`src/rtl/circuit2_pkg.sv`:
```
// ---------------------------------------------------------------------------
// circuit2_pkg
// Shared definitions for the circuit2 receiver-side decoder:
//   - state_e   : decoder FSM states
//   - HYP_*     : bit positions inside hyp_mask ({eq, lt, gt})
//   - OP_*      : operation select codes for the shared add/sub unit
//   - pack_hyp  : assembles a hypothesis mask from the three flags
// ---------------------------------------------------------------------------
package circuit2_pkg;

    typedef enum logic [2:0] {
        IDLE  = 3'd0,
        SUB_B = 3'd1,
        ADD_D = 3'd2,
        SUB_X = 3'd3,
        DONE  = 3'd4
    } state_e;

    localparam int HYP_GT = 0;
    localparam int HYP_LT = 1;
    localparam int HYP_EQ = 2;

    localparam logic OP_ADD = 1'b0;
    localparam logic OP_SUB = 1'b1;

    // Place each flag at its documented bit position in the mask.
    function automatic logic [2:0] pack_hyp(input logic eq, input logic lt, input logic gt);
        logic [2:0] mask;
        mask         = 3'b000;
        mask[HYP_EQ] = eq;
        mask[HYP_LT] = lt;
        mask[HYP_GT] = gt;
        return mask;
    endfunction

endpackage

```
`src/rtl/circuit2_decode_addsub.sv`:
```
// ---------------------------------------------------------------------------
// addsub_unit
// Shared modular adder/subtractor. One adder path and one subtractor path
// feed a result mux steered by op; wrap-around is intentional and unflagged.
// Ports:
//   op     in   OP_ADD / OP_SUB
//   opa    in   left operand
//   opb    in   right operand
//   result out  opa + opb or opa - opb, mod 2^DATAWIDTH
// ---------------------------------------------------------------------------
module addsub_unit
    import circuit2_pkg::*;
#(
    parameter int DATAWIDTH = 32
) (
    input  logic                 op,
    input  logic [DATAWIDTH-1:0] opa,
    input  logic [DATAWIDTH-1:0] opb,
    output logic [DATAWIDTH-1:0] result
);

    logic [DATAWIDTH-1:0] sum_s;
    logic [DATAWIDTH-1:0] diff_s;

    assign sum_s  = opa + opb;
    assign diff_s = opa - opb;

    // Select the adder or subtractor path.
    always_comb begin
        result = sum_s;
        if (op == OP_SUB) begin
            result = diff_s;
        end else begin
            result = sum_s;
        end
    end

endmodule

```
`src/rtl/circuit2_decode.sv`:
```
// ---------------------------------------------------------------------------
// circuit2_decode
// Recovers operand b (and c where determinable) from a circuit2 result pair
// (x, z) and the known operand a, and reports which comparator outcomes are
// consistent with that pair. One shared add/sub unit is time-multiplexed by
// a five-state FSM: IDLE -> SUB_B -> ADD_D -> SUB_X -> DONE -> IDLE.
// Ports:
//   clk, rst          rising-edge clock, synchronous active-high reset
//   in_valid/in_ready input handshake (ready only in IDLE)
//   a, x, z           known operand and encoded results
//   out_valid/out_ready output handshake (valid only in DONE)
//   b, c, c_known     recovered operands; c meaningful only when c_known
//   hyp_mask          consistent hypotheses {eq, lt, gt}
// ---------------------------------------------------------------------------
module circuit2_decode
    import circuit2_pkg::*;
#(
    parameter int DATAWIDTH = 32
) (
    input  logic                 clk,
    input  logic                 rst,
    input  logic                 in_valid,
    output logic                 in_ready,
    input  logic [DATAWIDTH-1:0] a,
    input  logic [DATAWIDTH-1:0] x,
    input  logic [DATAWIDTH-1:0] z,
    output logic                 out_valid,
    input  logic                 out_ready,
    output logic [DATAWIDTH-1:0] b,
    output logic [DATAWIDTH-1:0] c,
    output logic                 c_known,
    output logic [2:0]           hyp_mask
);

    localparam logic [DATAWIDTH-1:0] ZERO     = {DATAWIDTH{1'b0}};
    localparam logic [DATAWIDTH-1:0] ALL_ONES = {DATAWIDTH{1'b1}};

    state_e               state_q, state_d;
    logic [DATAWIDTH-1:0] a_q, a_d;
    logic [DATAWIDTH-1:0] x_q, x_d;
    logic [DATAWIDTH-1:0] z_q, z_d;
    logic [DATAWIDTH-1:0] bc_q, bc_d;
    logic [DATAWIDTH-1:0] dc_q, dc_d;
    logic [DATAWIDTH-1:0] b_q, b_d;
    logic [DATAWIDTH-1:0] c_q, c_d;
    logic                 c_known_q, c_known_d;
    logic [2:0]           hyp_mask_q, hyp_mask_d;
    logic                 out_valid_q, out_valid_d;
    logic                 in_ready_q, in_ready_d;

    logic                 alu_op_s;
    logic [DATAWIDTH-1:0] alu_a_s;
    logic [DATAWIDTH-1:0] alu_b_s;
    logic [DATAWIDTH-1:0] alu_res_s;

    logic                 gt_s;
    logic                 lt_s;
    logic                 eq_s;

    addsub_unit #(
        .DATAWIDTH (DATAWIDTH)
    ) u_addsub (
        .op     (alu_op_s),
        .opa    (alu_a_s),
        .opb    (alu_b_s),
        .result (alu_res_s)
    );

    // Hypothesis flags, evaluated from captured operands; only consumed in SUB_X.
    // lt excludes dc = all-ones because d < e is impossible in that case.
    always_comb begin
        gt_s = (dc_q > x_q);
        lt_s = ({dc_q[DATAWIDTH-2:0], 1'b0} == x_q) && (dc_q != ALL_ONES);
        eq_s = (z_q == {1'b0, x_q[DATAWIDTH-1:1]});
    end

    // Next-state, operand muxing for the shared unit, and output selection.
    always_comb begin
        state_d     = state_q;
        a_d         = a_q;
        x_d         = x_q;
        z_d         = z_q;
        bc_d        = bc_q;
        dc_d        = dc_q;
        b_d         = b_q;
        c_d         = c_q;
        c_known_d   = c_known_q;
        hyp_mask_d  = hyp_mask_q;
        out_valid_d = out_valid_q;
        alu_op_s    = OP_ADD;
        alu_a_s     = a_q;
        alu_b_s     = z_q;

        case (state_q)
            IDLE: begin
                if (in_valid) begin
                    a_d     = a;
                    x_d     = x;
                    z_d     = z;
                    state_d = SUB_B;
                end else begin
                    state_d = IDLE;
                end
            end
            SUB_B: begin
                alu_op_s = OP_SUB;
                alu_a_s  = a_q;
                alu_b_s  = z_q;
                bc_d     = alu_res_s;
                state_d  = ADD_D;
            end
            ADD_D: begin
                alu_op_s = OP_ADD;
                alu_a_s  = a_q;
                alu_b_s  = bc_q;
                dc_d     = alu_res_s;
                state_d  = SUB_X;
            end
            SUB_X: begin
                // alu_res_s carries t = x - a in this state.
                alu_op_s    = OP_SUB;
                alu_a_s     = x_q;
                alu_b_s     = a_q;
                hyp_mask_d  = pack_hyp(eq_s, lt_s, gt_s);
                out_valid_d = 1'b1;
                state_d     = DONE;
                if (gt_s) begin
                    b_d       = bc_q;
                    c_d       = alu_res_s;
                    c_known_d = 1'b1;
                end else if (lt_s) begin
                    b_d       = bc_q;
                    c_d       = ZERO;
                    c_known_d = 1'b0;
                end else if (eq_s) begin
                    b_d       = alu_res_s;
                    c_d       = alu_res_s;
                    c_known_d = 1'b1;
                end else begin
                    b_d       = ZERO;
                    c_d       = ZERO;
                    c_known_d = 1'b0;
                end
            end
            DONE: begin
                if (out_ready) begin
                    out_valid_d = 1'b0;
                    state_d     = IDLE;
                end else begin
                    out_valid_d = 1'b1;
                    state_d     = DONE;
                end
            end
            default: begin
                out_valid_d = 1'b0;
                state_d     = IDLE;
            end
        endcase

        // Registered so in_ready tracks the state the FSM is about to enter.
        if (state_d == IDLE) begin
            in_ready_d = 1'b1;
        end else begin
            in_ready_d = 1'b0;
        end
    end

    // State, capture, intermediate and output registers with synchronous reset.
    always_ff @(posedge clk) begin
        if (rst) begin
            state_q     <= IDLE;
            a_q         <= ZERO;
            x_q         <= ZERO;
            z_q         <= ZERO;
            bc_q        <= ZERO;
            dc_q        <= ZERO;
            b_q         <= ZERO;
            c_q         <= ZERO;
            c_known_q   <= 1'b0;
            hyp_mask_q  <= 3'b000;
            out_valid_q <= 1'b0;
            in_ready_q  <= 1'b1;
        end else begin
            state_q     <= state_d;
            a_q         <= a_d;
            x_q         <= x_d;
            z_q         <= z_d;
            bc_q        <= bc_d;
            dc_q        <= dc_d;
            b_q         <= b_d;
            c_q         <= c_d;
            c_known_q   <= c_known_d;
            hyp_mask_q  <= hyp_mask_d;
            out_valid_q <= out_valid_d;
            in_ready_q  <= in_ready_d;
        end
    end

    assign in_ready  = in_ready_q;
    assign out_valid = out_valid_q;
    assign b         = b_q;
    assign c         = c_q;
    assign c_known   = c_known_q;
    assign hyp_mask  = hyp_mask_q;

endmodule

```
`config.mk`:
```
export PLATFORM = sky130hd
export DESIGN_NAME = circuit2_decode
export DESIGN_NICKNAME = d
export VERILOG_FILES = /design/src/rtl/circuit2_pkg.sv /design/src/rtl/circuit2_decode_addsub.sv /design/src/rtl/circuit2_decode.sv
export SDC_FILE = /design/constraint.sdc
export NUM_CORES = 1
export LEC_CHECK = 0
export BUFFER_PORTS_ARGS = -buffer_cell sky130_fd_sc_hd__buf_2
export CORE_ASPECT_RATIO = 0.6
export CORE_UTILIZATION = 30
export DETAILED_ROUTE_END_ITERATION = 12
export GPL_ROUTABILITY_DRIVEN = 0
export MAX_ROUTING_LAYER = met4
export SETUP_SLACK_MARGIN = 0.2
export SLEW_MARGIN = 20
export SYNTH_ARGS = -nofsm -noshare
export SYNTH_HDL_FRONTEND = slang
export SYNTH_SLANG_ARGS = --single-unit
export TNS_END_PERCENT = 20
```
`constraint.sdc`:
```
create_clock -name clk -period 6.9 [get_ports clk]
set_input_delay 0.345 -clock clk [delete_from_list [all_inputs] [get_ports clk]]
set_output_delay 0.345 -clock clk [all_outputs]
set_load 0.02 [all_outputs]
```
# --- Word-level counts from Yosys, hierarchy flattened ---
# Cells that the tools add are included.
op_classes:
  addsub: 2
  order_cmp: 1
  mux: 18
  n_reduce_logical: 6
  n_eq_ne: 7
op_table:
  columns: ["op", "n"]
  rows:
  - ["two-way mux 32 bit", 7]
  - ["one-hot mux 32 bit (2 select lines)", 1]
  - ["adder 32 bit", 1]
  - ["equality test 32 x 31 -> 1 bit", 1]
  - ["equality test 32 bit", 1]
  - ["> comparator 32 bit", 1]
  - ["!= test 32 bit, second input constant", 1]
  - ["subtractor 32 bit", 1]
  - ["one-hot mux 3 bit (5 select lines)", 1]
  - ["two-way mux 1 bit", 7]
  - ["equality test 3 x 2 -> 1 bit, second input constant", 2]
  - ["logical NOT 3 bit", 2]
  - ["equality test 3 x 1 -> 1 bit, second input constant", 1]
  - ["equality test 3 bit, second input constant", 1]
  - ["two-way mux 3 bit", 1]
  - ["one-hot mux 1 bit (3 select lines)", 1]
  - ["OR reduction 3 bit", 1]
  - ["AND reduction 2 bit", 1]
  - ["OR reduction 2 bit", 1]
  - ["logical AND 1 bit", 1]
word_totals:
  regBits: 233
  output_inout_bits: 70
  inputBits: 100
  elab_cells: 46

# --- Logic depth before layout (Yosys ltp) ---
# Gate-level depths: netlist of run 1.
logic_depth:
  word_depth: 7
  depth_mapped: 22
  mapped_depth_nobuf: 19

# --- By module ---
# Synthesis of run 1 repeated with hierarchy kept, for this count alone.
hier_totals:
  cells_unflattened: 1804
  area_unflattened_um2: 13784.5
modules_own_cells:
  columns: ["mod", "area_per_inst_um2", "n_inst", "cells_per_inst"]
  rows:
  - ["circuit2_decode", 11434.7, 1, 1454]
  - ["addsub_unit", 2349.8, 1, 350]

# --- Worst setup path after synthesis of run 1 ---
# OpenSTA, ideal clock, no wires.
synth_path:
  kind: "register -> register"
  start: "reg state_q[0]"
  end: "reg b_q[30] (netlist: b[30])"
  setup_ps: 78
  required_ps: 6822
  arrival_time_ps: 4485
  stages_incl_launch_ff: 21
  period_less_slack_ps: 4563
  n_path_buf: 6
  slack_ps: 2337
  path_cell_list: "dfxtp_1 > buf_4 > buf_6 > buf_2 > nor2b_1 > clkbuf_1 > nand2_1 > clkbuf_1 > clkbuf_1 > nand2_1 > o21ai_0 > fa_1 > a21o_1 > a31o_2 > nand2b_1 > a311o_1 > a2111oi_4 > or2_2 > a211oi_1 > a221oi_1 > nor3_1"
synth_between:
  elab_chain_len: 7
synth_lines:
  columns: ["item", "line_no", "rtl"]
  rows:
  - ["start: declaration", "circuit2_decode.sv:38", "state_e state_q, state_d;"]
  - ["start signal: assignment", "circuit2_decode.sv:184", "state_q <= state_d;"]
  - ["equality test 3 x 2 -> 1 bit / equality test 3 x 1 -> 1 bit (equally long branches)", "circuit2_decode.sv:94", "case (state_q)"]
  - ["one-hot mux 32 bit (2 select lines) (tied with other cells)", "circuit2_decode.sv:94", null]
  - ["adder 32 bit (tied with other cells)", "circuit2_decode_addsub.sv:25", "assign sum_s = opa + opb;"]
  - ["two-way mux 32 bit", "circuit2_decode_addsub.sv:31", "if (op == OP_SUB) begin"]
  - ["two-way mux 32 bit", "circuit2_decode.sv:135", "end else if (eq_s) begin"]
  - ["two-way mux 32 bit", "circuit2_decode.sv:131", "end else if (lt_s) begin"]
  - ["two-way mux 32 bit", "circuit2_decode.sv:127", "if (gt_s) begin"]
  - ["end signal: assignment", "circuit2_decode.sv:177", "b_q <= ZERO;"]
  - ["end signal: assignment", "circuit2_decode.sv:190", "b_q <= b_d;"]
  - ["end: declaration", "circuit2_decode.sv:44", "logic [DATAWIDTH-1:0] b_q, b_d;"]
# Several ways; a longest one is shown, not always the timed one.
# A chain may end at the register's enable or synchronous reset.

# --- Final worst setup path of run 1 ---
layout_path:
  start: "reg state_q[1]"
  end: "reg b_q[29] (netlist: b[29])"
# Same word-level chain as after synthesis.

==> reports/summary.txt, run 1 <==
Run status -> finished, final reports clean
GRT Util Overall -> 20.6%
Slew HR -> 27.9%
Fillers -> 4,558
Asr flop ratio synth -> 0%
Most used DFF post-synth -> dfxtp_1
WL/cell -> 19.0 microns
WHS -> 0.0377 ns
EDFF count, synth -> 0
Max cap viols -> 0
Hold/Removal Path Class -> in -> reg
Minimum clock period -> 5.56 ns
Yosys reg bits -> 233
Syn Std Cell Area -> 0.0132 sq mm
Initial Util -> 30.9%
Yosys warning count -> 0
Most frequent cell after synthesis -> nand2_1
Worst skew pair latency -> 0.54 ns
Crit. Startpoint -> state_q[1]
Placeable core region -> 0.0425 sq mm
Die area -> 0.0447 sq mm
Top Family by Delay on Critical Path -> simple AND/OR/NAND/NOR gates
Pwr dens -> 300 mW/mm^2
RSZ-0062 raised after global routing -> false
IO Count -> 170
Global route overflow -> 0
Final number of setup-violating endpoints -> 0
Vias per cell -> 5.27
Post-Syn Nets -> 1,875
Initial drt markers -> 1,315
H-tree Lvls -> 1
DP Area -> 0.0144 sq mm
Synth top cells by count -> nand2_1, dfxtp_1, a21oi_1
R2R depth -> 18
Row Count -> 58
FF+latch area -> 0.00467 sq mm
Root buf cell -> clkbuf_16
Number of global-route vias before repair -> 11,900
Slowest CP cell -> dfxtp_1
Post-CTS Repair Setup Buffers -> 0
Area Overhead vs Synth -> 14.5%
Drt drc -> 0
Die W -> 272 microns
Synth Instances -> 1,710
Final #Nets -> 1,980
Final Max Slew Viols -> 0
CP Capture Type -> flop
Final hold vios -> 0
Routed WL -> 45.6 mm
CTS tree -> yes
Setup TNS -> 0 ns
Period utilization -> 80.6%
Area leader, netlist -> dfxtp_1
Synth cell types -> 70
Hold_buf cts -> 0
Routed Antenna Nets -> 0
Synth top area share -> 35.5%
Worst Setup Path Type -> reg -> reg
Longest Clk Path Bufs -> 3
Crit path max fanout -> 51
Worst Tran Pin Value -> 1.08 ns
Synth top area cells -> dfxtp_1, nand2_1, a21oi_1, ha_1, xnor2_1
R2R Setup Slk -> 1.34 ns
LEAKAGE -> 6.16 nW
Largest net degree at the start of global routing -> 136
CTS resizes -> 0
RR Endpoint -> b[29]
Mapped Avg Cell Area -> 7.69 sq um
WP data arrival -> 5.95 ns
Clock skew -> 0.0157 ns
Overall Power -> 4.52 mW
PortBufs -> 169
CP Launch Type -> flop
Hold Path Depth -> 3
DR pass1 iterations -> 6
Global-route wire length before repair -> 69.9 mm
Buf/Inv on CP -> 0
Crit path cell chain -> nand2b_4 -> mux2i_1 -> ha_1 -> nand2_1 -> nor2_1 -> nand3b_1 -> nor2_1 -> a31oi_1 -> xor2_1 -> ha_1 -> and3_1 -> nand4_1 -> a211o_1 -> a31oi_1 -> o21a_1 -> o211ai_1 -> a221oi_1 -> nor3_1
Clock sink count -> 233
Peak VDD IR -> 0.155 mV
Post-DP HPWL -> 34.8 mm
Antenna violations before repair -> 0
Register clock-pin slew on the reported worst setup and hold paths -> 0.07 ns
Share of cells above drive strength 1 -> 13.6%
Crit path depth -> 18
Post-Layout Inst Area -> 0.0151 sq mm
Die Height -> 164 microns
Setup crit end -> b[29]
R2r startpoint -> state_q[1]
Share of the yosys chip area belonging to registers -> 35.5%
Achievable Freq -> 180 MHz
Critical Path Max Stage Delay -> 0.62 ns
Antenna diode instance count -> 0
CTS Buf Count -> 23
Multi-input gate area -> 0.00787 sq mm
Vias -> 12,600
Req. time, crit path -> 7.29 ns
[layer usage]
layer  GRT usage, %  share of wire, %  up-vias
li1               -                 -     6127
met1           27.2                45     6073
met2           33.8                47      398
met3           3.57               6.9       46
met4           2.73               1.2        0
met5              -                 0        -
[through the flow]
stage          setup slack [ns]  instances  util (%)
2_1_floorplan              2.34       1710         -
3_3_place_gp               1.60       2360      33.9
3_5_place_dp               1.50       2360      33.9
4_1_cts                    1.46       2397      35.4
5_1_grt                   0.872       2397      35.4
6_report                   1.34       2397      35.4
[final cells by class]
| type | count | share of cell area, % |
|---|---|---|
| Inverter | 57 | 1.42 |
| Tap cell | 570 | 4.74 |
| Multi-Input combinational cell | 1317 | 52.2 |
| Clock inverter | 3 | 0.158 |
| Sequential cell | 233 | 31.0 |
| Clock buffer | 34 | 4.10 |
| Timing Repair Buffer | 183 | 6.36 |
[cell families after synthesis]
group                    count (synthesis)  share of synthesized area (%)
multiplexers                            50                           4.14
AO/OA/AOI/OAI                          426                           19.7
flip-flops                             233                           35.5
adder cells (fa/ha/maj)                 65                           6.24
XOR/XNOR                               118                           7.96
AND/OR/NAND/NOR                        658                           21.6
buffers and inverters                  160                           4.96
[worst reg2reg max path, delay by kind of cell (launching register included)]
kind                     cells  cell delay, ns
AO/OA/AOI/OAI                6            1.61
AND/OR/NAND/NOR              8            1.94
multiplexers                 1            0.43
flip-flops                   1            0.62
adder cells (fa/ha/maj)      2            0.66
XOR/XNOR                     1            0.17
[placed cells by master, fill, tap and decap left out, types with 29 or more instances in the layout]
cell type	count
ha_1	64
mux2i_1	30
dfxtp_1	232
xnor2_1	73
nand4_1	33
nand2_1	363
nor2_1	138
nor3_1	39
o21ai_0	58
a21oi_1	219
xor2_1	44
a22oi_1	29
buf_2	168
inv_1	57
[worst min-delay path by stage]
stage,startpoint,to,slack (ns)
after floorplan,a_q[0],a_q[0],0.45
after detailed placement,c[31],c[31],0.47
after CTS,a[30],a_q[30],0.03
after global routing,z[29],z_q[29],0.03
final,a[30],a_q[30],0.04
after global placement,a_q[29],a_q[29],0.47
[power breakdown]
group	internal (mW)	switching (mW)
clock network	0.616	0.547
logic	0.612	1.14
registers	1.46	0.147
total	2.69	1.83
[state kept, by name, indices dropped and copies added (netlist names)]
| name | cells |
|---|---|
| b | 32 |
| dc_q | 32 |
| c | 32 |
| c_known | 1 |
| a_q | 32 |
| z_q | 32 |
| in_ready | 1 |
| bc_q | 32 |
| x_q | 32 |
| hyp_mask | 3 |
| out_valid | 1 |
| state_q | 3 |
(Power assumes the default switching activity.)
==> run 2, diff against run 1 <==
Clock period 6.9 ns to 5.8 ns, I/O delays scaled along.
==> run 2 against run 1 <==
Compared with the run above: sequential share of layout area shrank 1.8 points; first-iteration DRC count decreased by 2.6%; flip-flop and latch count is the same; critical path depth is the same; largest power group unchanged; global-route usage is 0.38 points higher; clock skew about the same; hold slack worse by 0.033 ns; clock-buffer cell count increased by 2; critical path type unchanged.
==> reports/summary.txt, run 2 (same netlist as run 1, synthesis figures left out) <==
Run status -> finished, final reports clean
Final number of setup-violating endpoints -> 0 (unchanged)
Initial drt markers -> 1,281 (-2.6%)
Slew HR -> 22.2% (-5.7 points)
Global route overflow -> 0 (unchanged)
Achievable Freq -> 193 MHz (+7.3%)
Vias -> 13,000 (+2.8%)
Overall Power -> 5.70 mW (+26%)
Placeable core region -> 0.0425 sq mm (unchanged)
Hold/Removal Path Class -> in -> reg
Commonest non-fill, non-tap cells in the layout -> nand2_1, dfxtp_1, a21oi_1, buf_2, nor2_1
Setup WS post-layout -> 0.616 ns (-0.723 ns)
Final Max Slew Viols -> 0 (unchanged)
Longest Clk Path Bufs -> 3 (unchanged)
Req. time, crit path -> 6.26 ns (-1.03 ns)
Drt drc -> 0 (unchanged)
Setup TNS -> 0 ns (unchanged)
Share of cells above drive strength 1 -> 14.0% (+0.42 points)
Buf/Inv on CP -> 1 (+1)
Internal -> 3.46 mW (+29%)
Dpl ws -> 0.504 ns (-0.993 ns)
Post-DP HPWL -> 35.1 mm (+0.84%)
Routed Antenna Nets -> 0 (unchanged)
Area Overhead vs Synth -> 21.6%
DR pass1 iterations -> 5 (-1)
Post-CTS Repair Setup Buffers -> 0 (unchanged)
Reg power frac -> 33.5% (-2.1 points)
Routed WL -> 46.4 mm (+1.7%)
Worst skew pair latency -> 0.55 ns (about the same)
Worst Setup Path Type -> reg -> reg
Gate power share -> 37.5% (-1.2 points)
Clock power frac -> 29.0% (+3.3 points)
CP Launch Type -> flop
Post-Layout Inst Area -> 0.0160 sq mm (+6.2%)
IO Count -> 170 (unchanged)
Pwr dens -> 357 mW/mm^2 (+19%)
Global-route wire length before repair -> 71.5 mm (+2.3%)
Period utilization -> 89.4% (+8.8 points)
Row Count -> 58 (unchanged)
Max cap viols -> 0 (unchanged)
WL/cell -> 18.7 microns (-1.7%)
WP data arrival -> 5.64 ns (-0.31 ns)
Die Height -> 164 microns (unchanged)
Switch share -> 39.4% (-1.2 points)
FF+latch area -> 0.00467 sq mm (about the same)
Final cell count without fillers -> 2,479 (+3.4%)
CTS Buf Count -> 24 (+4.3%)
Number of global-route vias before repair -> 12,400 (+4.0%)
CP Capture Type -> flop
Largest net degree at the start of global routing -> 94 (-31%)
H-tree Lvls -> 1 (unchanged)
Critical Path Max Stage Delay -> 0.51 ns (-0.11 ns)
Top Family by Delay on Critical Path -> compound AO/OA/AOI/OAI gates
Minimum clock period -> 5.18 ns (-0.377 ns)
LEAKAGE -> 6.57 nW (+6.7%)
Crit path max fanout -> 30 (-41%)
Vias per cell -> 5.24 (-0.62%)
Die W -> 272 microns (unchanged)
DP Cell Count -> 2,362 (+0.085%)
Slowest CP cell -> dfxtp_2
Fillers -> 4,460 (-2.2%)
GRT Util Overall -> 21.0% (+0.38 points)
Worst Tran Pin Value -> 1.16 ns (+0.0744 ns)
Register clock-pin slew on the reported worst setup and hold paths -> 0.07 ns (about the same)
Clock skew -> 0.0157 ns (+0.00000130 ns)
PortBufs -> 169 (unchanged)
CTS tree -> yes
NetSw -> 2.24 mW (+22%)
Peak VDD IR -> 0.229 mV (+47%)
Final #Nets -> 2,055 (+3.8%)
RSZ-0062 raised after global routing -> false
R2R Setup Slk -> 0.62 ns (-0.72 ns)
DP Area -> 0.0144 sq mm (+0.10%)
Initial Util -> 30.9% (unchanged)
Clock sink count -> 233 (unchanged)
Commonest non-fill, non-tap cell in the layout -> nand2_1
Crit path cell chain -> buf_4 -> mux2_2 -> mux2i_1 -> nand4_1 -> nor2_1 -> and3_1 -> nand3_2 -> o21ai_0 -> xnor2_1 -> ha_1 -> a21oi_1 -> o21ai_0 -> a21oi_1 -> mux2i_1 -> nand3_1 -> a211oi_1 -> a221oi_1 -> nor3_1
Die area -> 0.0447 sq mm (unchanged)
Root buf cell -> clkbuf_16
Final hold vios -> 0 (unchanged)
Multi-input gate area -> 0.00788 sq mm (+0.14%)
Antenna violations before repair -> 1 (+1)
==> run 2: cell types whose count changed in the layout (fill, tap and decap cells not counted), sizes merged <==
| cell | previous run | this run |
|---|---|---|
| buf | 183 | 185 |
| bufinv | 0 | 2 |
| clkbuf | 34 | 36 |
| clkinv | 1 | 4 |
| diode | 0 | 1 |
| dlygate4sd3 | 0 | 72 |
==> run 2: repair_timing <==
action | in CTS | in global routing
endpoints found under the setup margin | 0 | 14
resized for setup | 0 | 5
hold endpoints to repair | 72 | 0
hold buffers | 72 | 0
==> run 2: layout make-up <==
class	count	area share, %
antenna	1	0.0156
inverter	57	1.34
clock inverter	8	0.618
clock buffer	36	4.54
timing repair buffer	257	10.6
sequential	233	29.2
tap	570	4.46
multi-input combinational	1317	49.2
==> run 2: worst register-to-register path, stage by stage, from the launching register on <==
cell and delay (ns):
dfxtp_2 0.51, buf_4 0.47, mux2_2 0.40, mux2i_1 0.31, nand4_1 0.17, nor2_1 0.19, and3_1 0.25, nand3_2 0.19
o21ai_0 0.32, xnor2_1 0.18, ha_1 0.36, a21oi_1 0.18, o21ai_0 0.13, a21oi_1 0.30, mux2i_1 0.23, nand3_1 0.08
a211oi_1 0.49, a221oi_1 0.16, nor3_1 0.19
==> run 2: path summary, 6_finish.rpt <==
check,startpoint,endpoint,depth (start not counted)
hold reg to reg,a_q[2],a_q[2],2
hold / removal,a[31],a_q[31],3
setup reg to reg,state_q[0],b[30],18
setup / recovery,state_q[0],b[30],18
==> run 2: power groups by stage <==
| stage | clock (mW) | combinational (mW) | sequential, mW |
|---|---|---|---|
| floorplan | 0 | 1.47 | 1.89 |
| global placement | 0 | 2.00 | 1.94 |
| detailed placement | 0 | 2.04 | 1.94 |
| CTS | 1.69 | 2.09 | 1.91 |
| global route | 1.76 | 2.33 | 1.92 |
| finish | 1.65 | 2.14 | 1.91 |
==> run 2: metrics by stage <==
| step | hold WS, ns | util, % |
|---|---|---|
| floorplan | 0.426 | - |
| global placement | 0.471 | 33.9 |
| detailed placement | 0.474 | 33.9 |
| CTS | 0.00137 | 37.6 |
| global route | 0.00725 | 37.6 |
| finish | 0.00490 | 37.6 |
==> run 2: metal layers <==
layer,track usage [%],routed length [microns],vias up,share of wire [%]
li1,-,-,6291,-
met1,28.0,21000,6232,45
met2,33.1,21200,408,46
met3,3.70,3220,64,6.9
met4,4.70,983,0,2.1
met5,-,0,-,0
==> run 3, diff against run 2 <==
Settings changed: HOLD_SLACK_MARGIN from default to 0.1.
==> run 3 against run 2 <==
Compared with the run above: final cell count rose by 1.0%; setup slack lost 0.12 ns; first-iteration DRC count down 1.5%; non-clock buffer count up 25; clock-buffer cell count did not move; critical endpoint is now b[29]; largest cell class unchanged.
==> reports/summary.txt, run 3 (same netlist as run 1, synthesis figures left out) <==
Final number of setup-violating endpoints -> 0 (unchanged)
Die Height -> 164 microns (unchanged)
Post-CTS Repair Setup Buffers -> 0 (unchanged)
Final cell count without fillers -> 2,504 (+1.0%)
Die area -> 0.0447 sq mm (unchanged)
Final Max Slew Viols -> 0 (unchanged)
Drt drc -> 0 (unchanged)
IO Count -> 170 (unchanged)
Hold/Removal Path Class -> in -> reg
Req. time, crit path -> 6.19 ns (-0.07 ns)
Commonest non-fill, non-tap cells in the layout -> nand2_1, dfxtp_1, a21oi_1, buf_2, nor2_1
Final #Nets -> 2,080 (+1.2%)
Routed WL -> 46.7 mm (+0.64%)
Hold Path Depth -> 2 (-1)
Global-route wire length before repair -> 71.9 mm (+0.58%)
Vias -> 13,100 (+1.1%)
Worst Setup Path Type -> reg -> reg
Peak VDD IR -> 0.228 mV (-0.29%)
Largest net degree at the start of global routing -> 94 (unchanged)
Run status -> finished, final reports clean
Register clock-pin slew on the reported worst setup and hold paths -> 0.07 ns (about the same)
PortBufs -> 169 (unchanged)
WP data arrival -> 5.69 ns (+0.05 ns)
CTS tree -> yes
Row Count -> 58 (unchanged)
Fillers -> 4,437 (-0.52%)
Initial Util -> 30.9% (unchanged)
Root buf cell -> clkbuf_16
Period utilization -> 91.4% (+2.1 points)
Crit path max fanout -> 12 (-60%)
Antenna violations before repair -> 1 (unchanged)
Vias per cell -> 5.25 (about the same)
Number of global-route vias before repair -> 12,500 (+0.86%)
Minimum clock period -> 5.30 ns (+0.119 ns)
Routed Antenna Nets -> 0 (unchanged)
Post-DP HPWL -> 35.1 mm (unchanged)
DR pass1 iterations -> 6 (+1)
CTS Buf Count -> 24 (unchanged)
Placeable core region -> 0.0425 sq mm (unchanged)
Pwr dens -> 352 mW/mm^2 (-1.3%)
Global route overflow -> 0 (unchanged)
Slew HR -> 17.7% (-4.6 points)
CP Launch Type -> flop
Clock sink count -> 233 (unchanged)
R2R depth -> 18 (unchanged)
RSZ-0062 raised after global routing -> true
DP Cell Count -> 2,362 (unchanged)
CP Capture Type -> flop
Area Overhead vs Synth -> 23.5%
Clock skew -> 0.0146 ns (-0.00111 ns)
Worst skew pair latency -> 0.55 ns (about the same)
Initial drt markers -> 1,262 (-1.5%)
LEAKAGE -> 6.67 nW (+1.6%)
Setup TNS -> 0 ns (unchanged)
WL/cell -> 18.7 microns (-0.37%)
Longest Clk Path Bufs -> 3 (unchanged)
Worst Tran Pin Value -> 1.22 ns (+0.0676 ns)
Die W -> 272 microns (unchanged)
Share of cells above drive strength 1 -> 13.8% (-0.23 points)
GRT Util Overall -> 21.1% (+0.11 points)
Achievable Freq -> 189 MHz (-2.2%)
Final hold vios -> 0 (unchanged)
H-tree Lvls -> 1 (unchanged)
Max cap viols -> 0 (unchanged)
Commonest non-fill, non-tap cell in the layout -> nand2_1
run 3: changes by cell type in the layout (fill, tap and decap cells not counted):
cell	previous run	this run
a211oi_2	1	2
a31oi_1	7	8
dlygate4sd3_1	72	97
nor2_2	3	2
nor2_1	136	137
a31oi_2	1	0
a211oi_1	27	26
run 3: worst paths after layout:
| check | endpoint | start | slack, ns |
|---|---|---|---|
| max | b[29] | state_q[2] | 0.50 |
| min | c_known | rst | 0.15 |
| min reg2reg | a_q[2] | a_q[2] | 0.49 |
| max reg2reg | b[29] | state_q[2] | 0.50 |
run 3: layout make-up:
type / instances / area, sq um / share of cell area (%)
Multi-Input combinational cell: 1317 / 7870 / 48.5
Timing Repair Buffer: 282 / 1950 / 12.0
Clock inverter: 8 / 98.8 / 0.609
Antenna cell: 1 / 2.50 / 0.0154
Tap cell: 570 / 713 / 4.39
Inverter: 57 / 214 / 1.32
Clock buffer: 36 / 727 / 4.48
Sequential cell: 233 / 4670 / 28.7
run 3: critical path: stages, from the launching register on:
cell	delay, ns
dfxtp_1	0.49
nand2b_4	0.36
mux2i_2	0.43
nand4_2	0.22
or3_4	0.39
nand3b_1	0.21
nor2_2	0.26
a21oi_1	0.12
xor2_1	0.16
ha_1	0.37
nand2_1	0.09
nor2_1	0.24
nand4_1	0.16
a211o_1	0.33
a31oi_1	0.43
o21a_1	0.24
o211ai_1	0.21
a221oi_1	0.33
nor3_1	0.09
run 3: what timing repair did:
action / CTS / global route
hold endpoints to repair: 97 / 0
gates resized for setup: 0 / 4
endpoints found under the setup margin: 0 / 14
hold buffers: 97 / 0
run 3: stage by stage:
step                      hold slack [ns]  power, mW  cell area, sq um  utilization (%)  worst slack [ns]
after floorplan                     0.426       3.36             13200                -              1.24
after global placement              0.471       3.94             14400             33.9             0.686
after detailed placement            0.474       3.98             14400             33.9             0.504
after CTS                           0.137       5.70             16200             38.2             0.450
after global routing                0.166       6.03             16200             38.2             0.130
final                               0.149       5.72             16200             38.2             0.497
run 3: per-layer routing:
| layer | up-vias | GRT usage [%] | part of all wire (%) |
|---|---|---|---|
| met5 | - | - | 0 |
| met4 | 0 | 4.47 | 2.0 |
| li1 | 6339 | - | - |
| met2 | 410 | 33.5 | 46 |
| met3 | 66 | 3.70 | 6.9 |
| met1 | 6319 | 28.1 | 45 |
run 3: where the power goes:
part / internal (mW) / leakage, nW / switching (mW) / total (mW)
combinational: 0.775 / 4.37 / 1.38 / 2.15
clock: 0.956 / 0.402 / 0.696 / 1.65
sequential: 1.74 / 1.90 / 0.173 / 1.91
total: 3.47 / 6.67 / 2.25 / 5.72
